===== src/rtl/cpu_control_fsm.sv =====
// Moore control sequencer for the simple CPU: fetch, decode and per-instruction
// execute states driving the datapath, register file and memory interface.
module cpu_control_fsm (
  input  logic       clk,
  input  logic       reset_n,
  input  logic [2:0] opcode,
  input  logic [1:0] op,
  output logic       load_ir,
  output logic       load_pc,
  output logic       reset_pc,
  output logic       addr_sel,
  output logic       load_addr,
  output logic [1:0] mem_cmd,
  output logic [2:0] nsel,
  output logic [1:0] vsel,
  output logic       write,
  output logic       loada,
  output logic       loadb,
  output logic       loadc,
  output logic       loads,
  output logic       asel,
  output logic       bsel,
  output logic       halted
);

  typedef enum logic [4:0] {
    S_RST, S_IF1, S_IF2, S_UPDPC, S_DECODE,
    S_MOVI, S_GETA, S_GETB, S_ALU, S_CMPS, S_WRREG,
    S_ADDR, S_LADDR, S_MEMRD, S_LDWR, S_GETD, S_PASS, S_MEMWR,
    S_HALT
  } state_t;

  localparam logic [1:0] MEM_NONE  = 2'b00;
  localparam logic [1:0] MEM_READ  = 2'b10;
  localparam logic [1:0] MEM_WRITE = 2'b01;

  state_t state;
  state_t state_nxt;

  always_ff @(posedge clk or negedge reset_n) begin
    if (!reset_n) begin
      state <= S_RST;
    end else begin
      state <= state_nxt;
    end
  end

  // opcode/op are only consulted in DECODE and the execute states below.
  always_comb begin
    state_nxt = state;
    load_ir   = 1'b0;
    load_pc   = 1'b0;
    reset_pc  = 1'b0;
    addr_sel  = 1'b0;
    load_addr = 1'b0;
    mem_cmd   = MEM_NONE;
    nsel      = 3'b000;
    vsel      = 2'b00;
    write     = 1'b0;
    loada     = 1'b0;
    loadb     = 1'b0;
    loadc     = 1'b0;
    loads     = 1'b0;
    asel      = 1'b0;
    bsel      = 1'b0;
    halted    = 1'b0;
    case (state)
      S_RST: begin
        reset_pc  = 1'b1;
        load_pc   = 1'b1;
        state_nxt = S_IF1;
      end
      S_IF1: begin
        addr_sel  = 1'b1;
        mem_cmd   = MEM_READ;
        state_nxt = S_IF2;
      end
      S_IF2: begin
        addr_sel  = 1'b1;
        mem_cmd   = MEM_READ;
        load_ir   = 1'b1;
        state_nxt = S_UPDPC;
      end
      S_UPDPC: begin
        load_pc   = 1'b1;
        state_nxt = S_DECODE;
      end
      S_DECODE: begin
        case ({opcode, op})
          5'b110_10:                       state_nxt = S_MOVI;
          5'b110_00, 5'b101_11:            state_nxt = S_GETB;
          5'b101_00, 5'b101_01, 5'b101_10: state_nxt = S_GETA;
          5'b011_00, 5'b100_00:            state_nxt = S_GETA;
          default:                         state_nxt = S_HALT;
        endcase
      end
      S_MOVI: begin
        nsel      = 3'b001;
        vsel      = 2'b10;
        write     = 1'b1;
        state_nxt = S_IF1;
      end
      S_GETA: begin
        nsel      = 3'b101;
        loada     = 1'b1;
        state_nxt = (opcode == 3'b011 || opcode == 3'b100) ? S_ADDR : S_GETB;
      end
      S_GETB: begin
        nsel      = 3'b010;
        loadb     = 1'b1;
        state_nxt = ({opcode, op} == 5'b101_01) ? S_CMPS : S_ALU;
      end
      S_ALU: begin
        loadc     = 1'b1;
        asel      = (opcode == 3'b110);
        state_nxt = S_WRREG;
      end
      S_CMPS: begin
        loads     = 1'b1;
        state_nxt = S_IF1;
      end
      S_WRREG: begin
        nsel      = 3'b100;
        vsel      = 2'b00;
        write     = 1'b1;
        state_nxt = S_IF1;
      end
      S_ADDR: begin
        bsel      = 1'b1;
        loadc     = 1'b1;
        state_nxt = S_LADDR;
      end
      S_LADDR: begin
        load_addr = 1'b1;
        state_nxt = (opcode == 3'b011) ? S_MEMRD : S_GETD;
      end
      S_MEMRD: begin
        mem_cmd   = MEM_READ;
        state_nxt = S_LDWR;
      end
      S_LDWR: begin
        mem_cmd   = MEM_READ;
        nsel      = 3'b100;
        vsel      = 2'b11;
        write     = 1'b1;
        state_nxt = S_IF1;
      end
      S_GETD: begin
        nsel      = 3'b110;
        loadb     = 1'b1;
        state_nxt = S_PASS;
      end
      S_PASS: begin
        asel      = 1'b1;
        loadc     = 1'b1;
        state_nxt = S_MEMWR;
      end
      S_MEMWR: begin
        mem_cmd   = MEM_WRITE;
        state_nxt = S_IF1;
      end
      S_HALT: begin
        halted    = 1'b1;
        state_nxt = S_HALT;
      end
      default: begin
        state_nxt = S_RST;
      end
    endcase
  end

endmodule

===== config.mk =====
export PLATFORM = sky130hd
export DESIGN_NAME = cpu_control_fsm
export DESIGN_NICKNAME = d
export VERILOG_FILES = /design/src/rtl/cpu_control_fsm.sv
export SDC_FILE = /design/constraint.sdc
export NUM_CORES = 1
export LEC_CHECK = 0
export BUFFER_PORTS_ARGS = -buffer_cell sky130_fd_sc_hd__buf_2
export CAP_MARGIN = 20
export CORE_UTILIZATION = 44
export DETAILED_ROUTE_END_ITERATION = 12
export PLACE_DENSITY = 0.72
export SYNTH_ARGS = -nofsm -noshare
export SYNTH_HDL_FRONTEND = slang
export SYNTH_SLANG_ARGS = --single-unit

===== constraint.sdc =====
create_clock -name clk -period 1.5 [get_ports clk]
set_input_delay 0.225 -clock clk [delete_from_list [all_inputs] [get_ports clk]]
set_output_delay 0.225 -clock clk [all_outputs]
set_load 0.05 [all_outputs]

==> results.md, run 1 <==
- For this configuration, the core starts out at a cell density of 0.482.
- The placed cell area is around 0.0011 mm^2.
- After synthesis, the cell types taking the most area are sky130_fd_sc_hd__dfrtp_1, sky130_fd_sc_hd__nor2_1, sky130_fd_sc_hd__nand2b_1, sky130_fd_sc_hd__buf_6, sky130_fd_sc_hd__nor2b_1.
- For this run, the register share of the synthesized area comes to 0.170.
- The root buffer cell chosen for the clock tree is sky130_fd_sc_hd__clkbuf_4.
- The clock net sink count is 5.
- The synthesized design contains 5 register bits.
- The routability congestion estimate from global placement is roughly 0.97.
- The flow did not finish.
- The HPWL after detailed placement is 1870 um.
- The biggest area consumer among synthesized cells is sky130_fd_sc_hd__dfrtp_1.
- The post-synthesis net count is 109.
- In the synthesized netlist the async set-or-reset flop fraction comes to 1.00.
- The count of buffers from port buffering is 26.
- Clock tree synthesis inserted a total of 3 buffers.
- During synthesis, Yosys emitted a total of 0 warnings.
- The stage where the run came to a stop is clock tree synthesis.
- In this run the number of H-tree levels came out at 1.
- 27 I/O pins were placed.
- The vertical extent of the die is roughly 43 um.
- After floorplanning, the core was divided into 14 placement rows.
- The number of unique standard cell types used by synthesis is 42.
- The number of buffers on the longest clock path is 2.
- The most used flip-flop cell after synthesis is sky130_fd_sc_hd__dfrtp_1.
- The floorplan step set the die width to 42.9 um.
- Averaged over all synthesized cells, the footprint is 7.20 um^2.
- sky130_fd_sc_hd__nor2_1 is the most common cell in the netlist.
- The number of enable flip-flop cells after synthesis is 0.
- The number of hold buffers added after CTS was 1.
- Gates resized during post-CTS repair numbered 84.
- Prior to clock tree synthesis, the placed netlist has a worst setup slack of -134 ps.
- The synthesized netlist occupies a cell area of 734 um^2.
- Sorting the synthesized cells by how often they occur yields sky130_fd_sc_hd__nor2_1, sky130_fd_sc_hd__nand2_1, sky130_fd_sc_hd__nand2b_1.
- After technology mapping, the gate count stands at just over 100.
- The top-area cell type share of the netlist area is 0.170.
- In this run the post-CTS setup repair buffer count came out at 9.
- The first error in the log reads "[ERROR DPL-0033] detailed placement checks failed during check placement".
kinds of logic after synthesis:
logic type,Yosys count,synth area share
xor+xnor,1,0.0119
compound gates,24,0.254
flops,5,0.170
simple gates,63,0.472
buf+inv,9,0.0920
stage by stage:
stage / setup TNS (ps) / std cells
2_1_floorplan: -1720 / 102
3_3_place_gp: -367 / 163
3_5_place_dp: -680 / 163
==> run 2, diff against run 1 <==
--- a/config.mk
+++ b/config.mk
@@ -7,9 +7,10 @@
 export LEC_CHECK = 0
 export BUFFER_PORTS_ARGS = -buffer_cell sky130_fd_sc_hd__buf_2
 export CAP_MARGIN = 20
-export CORE_UTILIZATION = 44
+export CORE_AREA = 2 2 63 65
 export DETAILED_ROUTE_END_ITERATION = 12
-export PLACE_DENSITY = 0.72
+export DIE_AREA = 0 0 65 67
+export PLACE_DENSITY_LB_ADDON = 0.15
 export SYNTH_ARGS = -nofsm -noshare
 export SYNTH_HDL_FRONTEND = slang
 export SYNTH_SLANG_ARGS = --single-unit
==> results.md, run 2 <==
- The checks that failed: setup timing.
- The pre-antenna-repair detailed-routing pass consisted of 4 iterations.
- Setup repair after global routing could not meet its margin everywhere.
- The cell at the root of the clock tree is sky130_fd_sc_hd__clkbuf_8.
- The largest registers in the layout are state x5.
- The final max-slew violation count is 0.
- The register with the most flip-flops in the layout has 5 of them.
- The gate count after technology mapping is 102.
- The count of routing violations after the opening detailed-route iteration is 33.
- After floorplanning, the core was sized to cover 0.00361 mm^2.
- OpenSTA, run right after detailed placement, puts the worst setup slack at -94.1 ps.
- The async set or reset register ratio after synthesis is 1.00.
- The vertical extent of the die is 67 um.
- The largest net degree at the start of global routing is 8.
- The overall via count from detail_route is around 970.
- The leading cell type in the layout, fill and taps excluded is sky130_fd_sc_hd__buf_4.
- The fmax is approximately 610 MHz.
- The cell count after placement is 199.
- The tree built by TritonCTS fans out to 5 sinks.
- The count of non-filler cells in the finished layout is 212.
- The critical path start-end classification is reg2out.
- The total wire length after detailed routing is 2720 um.
- Subtracting the final worst setup slack from the clock period gives 1640 ps.
- Dividing the detail-routed wire length by the instance count gives 12.8 um.
- The post-detailed-route via-to-cell ratio is 4.55.
- The biggest area consumer among synthesized cells is sky130_fd_sc_hd__dfrtp_1.
- The run finished, with violations left.
- For this run, the total global-route usage over all layers was measured as 0.134.
- The max-capacitance violation count is 0.
- The TritonCTS clock tree is done.
- The initial antenna violation count is 0.
- The worst pin sits at a relative slew slack of 0.772.
- The final net count is 172.
- After legalization and detailed placement, the total HPWL measured between 2000 and 2500 um.
- The count of nets left with antenna violations after detail routing is 0.
- Yosys attributes the largest share of cell area to sky130_fd_sc_hd__dfrtp_1, sky130_fd_sc_hd__nor2_1, sky130_fd_sc_hd__nand2b_1, sky130_fd_sc_hd__buf_6, sky130_fd_sc_hd__nor2b_1.
- The register clock-pin slew on the reported worst setup and hold paths is 40 ps.
- The largest register by flop count is state.
- STA classifies the critical path endpoint as a primary output.
- The routability congestion estimate from global placement is approximately 0.82.
- The top cell types in the final layout, fill and taps aside, are sky130_fd_sc_hd__buf_4, sky130_fd_sc_hd__buf_6, sky130_fd_sc_hd__nor2_4, sky130_fd_sc_hd__nor2_1, sky130_fd_sc_hd__buf_2.
- The aggregate global routing overflow is 0.
- In this run, CTS created clock tree buffers numbering 3.
- The worst setup path is launched from a flip-flop.
- The top flip-flop cell by instance count after synthesis is sky130_fd_sc_hd__dfrtp_1.
- The first global-routing pass estimated 4450 um of wire.
- Setup violations remaining at the end of the flow were counted as 22.
- The worst hold slack is ~340 ps.
- Along the worst path, the maximum fanout reaches 6.
- The number of unique standard cell types used by synthesis is 42.
- The floorplan step defined a die boundary enclosing 0.00436 mm^2.
- For the pin with the worst max-slew slack, the measured transition is roughly 340 ps.
- The clock network latency to the later pin of the worst-skew pair is 220 ps.
- The required time at the endpoint of the critical path is 1270 ps.
- In this run the worst hold path is classified as in2async.
- The arrival time of the worst setup path is 1420 ps.
- CTS built an H-tree with a depth of 1.
- The die width is 65 um.
- The share of synthesized area in the top cell type comes to 0.170.
- The commonest cells after synthesis are sky130_fd_sc_hd__nor2_1, sky130_fd_sc_hd__nand2_1, sky130_fd_sc_hd__nand2b_1.
- The number of global-route vias before repair came to 964.
- The floorplan row count is 22.
- The number of enable flip-flop cells after synthesis is 0.
- The mean instance size in the synthesized netlist is 7.20 um^2.
- After synthesis the cells add up to 734 um^2.
- The number of antenna diodes in the final layout is 0.
- The post-synthesis net count is roughly 110.
- Clock skew on the completed layout was measured at 4.86 ps.
- The register area share after synthesis is 0.170.
- The post-route worst setup slack is -142 ps.
- The proportion of layout cells with a drive suffix above 1 is 0.720.
- The final cycle utilization of the critical path is 1.09.
- Synthesis inferred 5 register bits.
- The number of hold violations in the final report is 0.
- The initial standard-cell utilization of the core is 0.204.
- During I/O placement, the number of pins put on the boundary was 27.
- In this run the deepest clock path goes through 2 buffers.
- The synthesis-to-finish area growth is 125%.
- The count of buffers from port buffering is 26.
- The number of warnings issued by yosys is 0.
- Among all cell types in the netlist, the one instantiated most often is sky130_fd_sc_hd__nor2_1.
- The residual DRC count is 0.
[run 2: kinds of logic (layout without fill, tap and decap cells)]
family                 after synthesis  count (layout)  synth area share
buffers and inverters                9              71            0.0920
flip-flops                           5               5             0.170
AO/OA/AOI/OAI                       24              24             0.254
XOR/XNOR                             1               1            0.0119
AND/OR/NAND/NOR                     63              63             0.472
[run 2: repair_timing]
action,4_1_cts,5_1_grt
resized for setup,79,22
hold buffers,1,0
endpoints found under the setup margin,21,24
setup buffers,5,5
gates cloned,0,0
hold endpoints to repair,5,0
pin swaps,6,8
[run 2: critical path, cell delays in order (launching register included)]
cell	delay, ps
sky130_fd_sc_hd__dfrtp_2	450
sky130_fd_sc_hd__buf_6	160
sky130_fd_sc_hd__nor2b_4	140
sky130_fd_sc_hd__buf_4	130
sky130_fd_sc_hd__and3_4	170
sky130_fd_sc_hd__buf_6	150
[run 2: area by class of cell]
cell class / instances / area (um^2)
fill: 365 / 1950
multi-input combinational: 88 / 817
timing repair buffer: 66 / 596
sequential: 5 / 131
tap: 48 / 60.1
clock buffer: 4 / 45.0
inverter: 1 / 3.75
[run 2: metal layers]
layer	wire (um)	global-route usage	vias to the layer above
li1	-	-	489
met1	1200	0.168	448
met2	1390	0.233	24
met3	91	0.0220	4
met4	32	0.0399	0
met5	0	0	-
[run 2: path summary, 6_finish.rpt]
check / startpoint / end / slack, ps / depth (start not counted)
max reg2reg: state[3]$_DFF_PN0_ / state[0]$_DFF_PN0_ / -30 / 8
min: reset_n / state[3]$_DFF_PN0_ / 340 / 2
max in group asynchronous: reset_n / state[0]$_DFF_PN0_ / 1010 / 2
min in group clk: op[1] / state[0]$_DFF_PN0_ / 400 / 4
max: state[0]$_DFF_PN0_ / halted / -140 / 5
min reg2reg: state[4]$_DFF_PN0_ / state[0]$_DFF_PN0_ / 770 / 2
[run 2: per-stage QoR]
stage                     utilization  setup TNS [ps]  cell area, um^2
final                           0.458           -1970             1650
after detailed placement        0.333            -527             1200
after global routing            0.458           -3160             1650
after floorplan                     -           -1720              845
after global placement          0.333            -281             1200
after CTS                       0.425           -2240             1530
Power of run 2 is left out: the tool's default activity adds up to more than one toggle a clock period on the data nets, which glitch-free logic cannot reach.
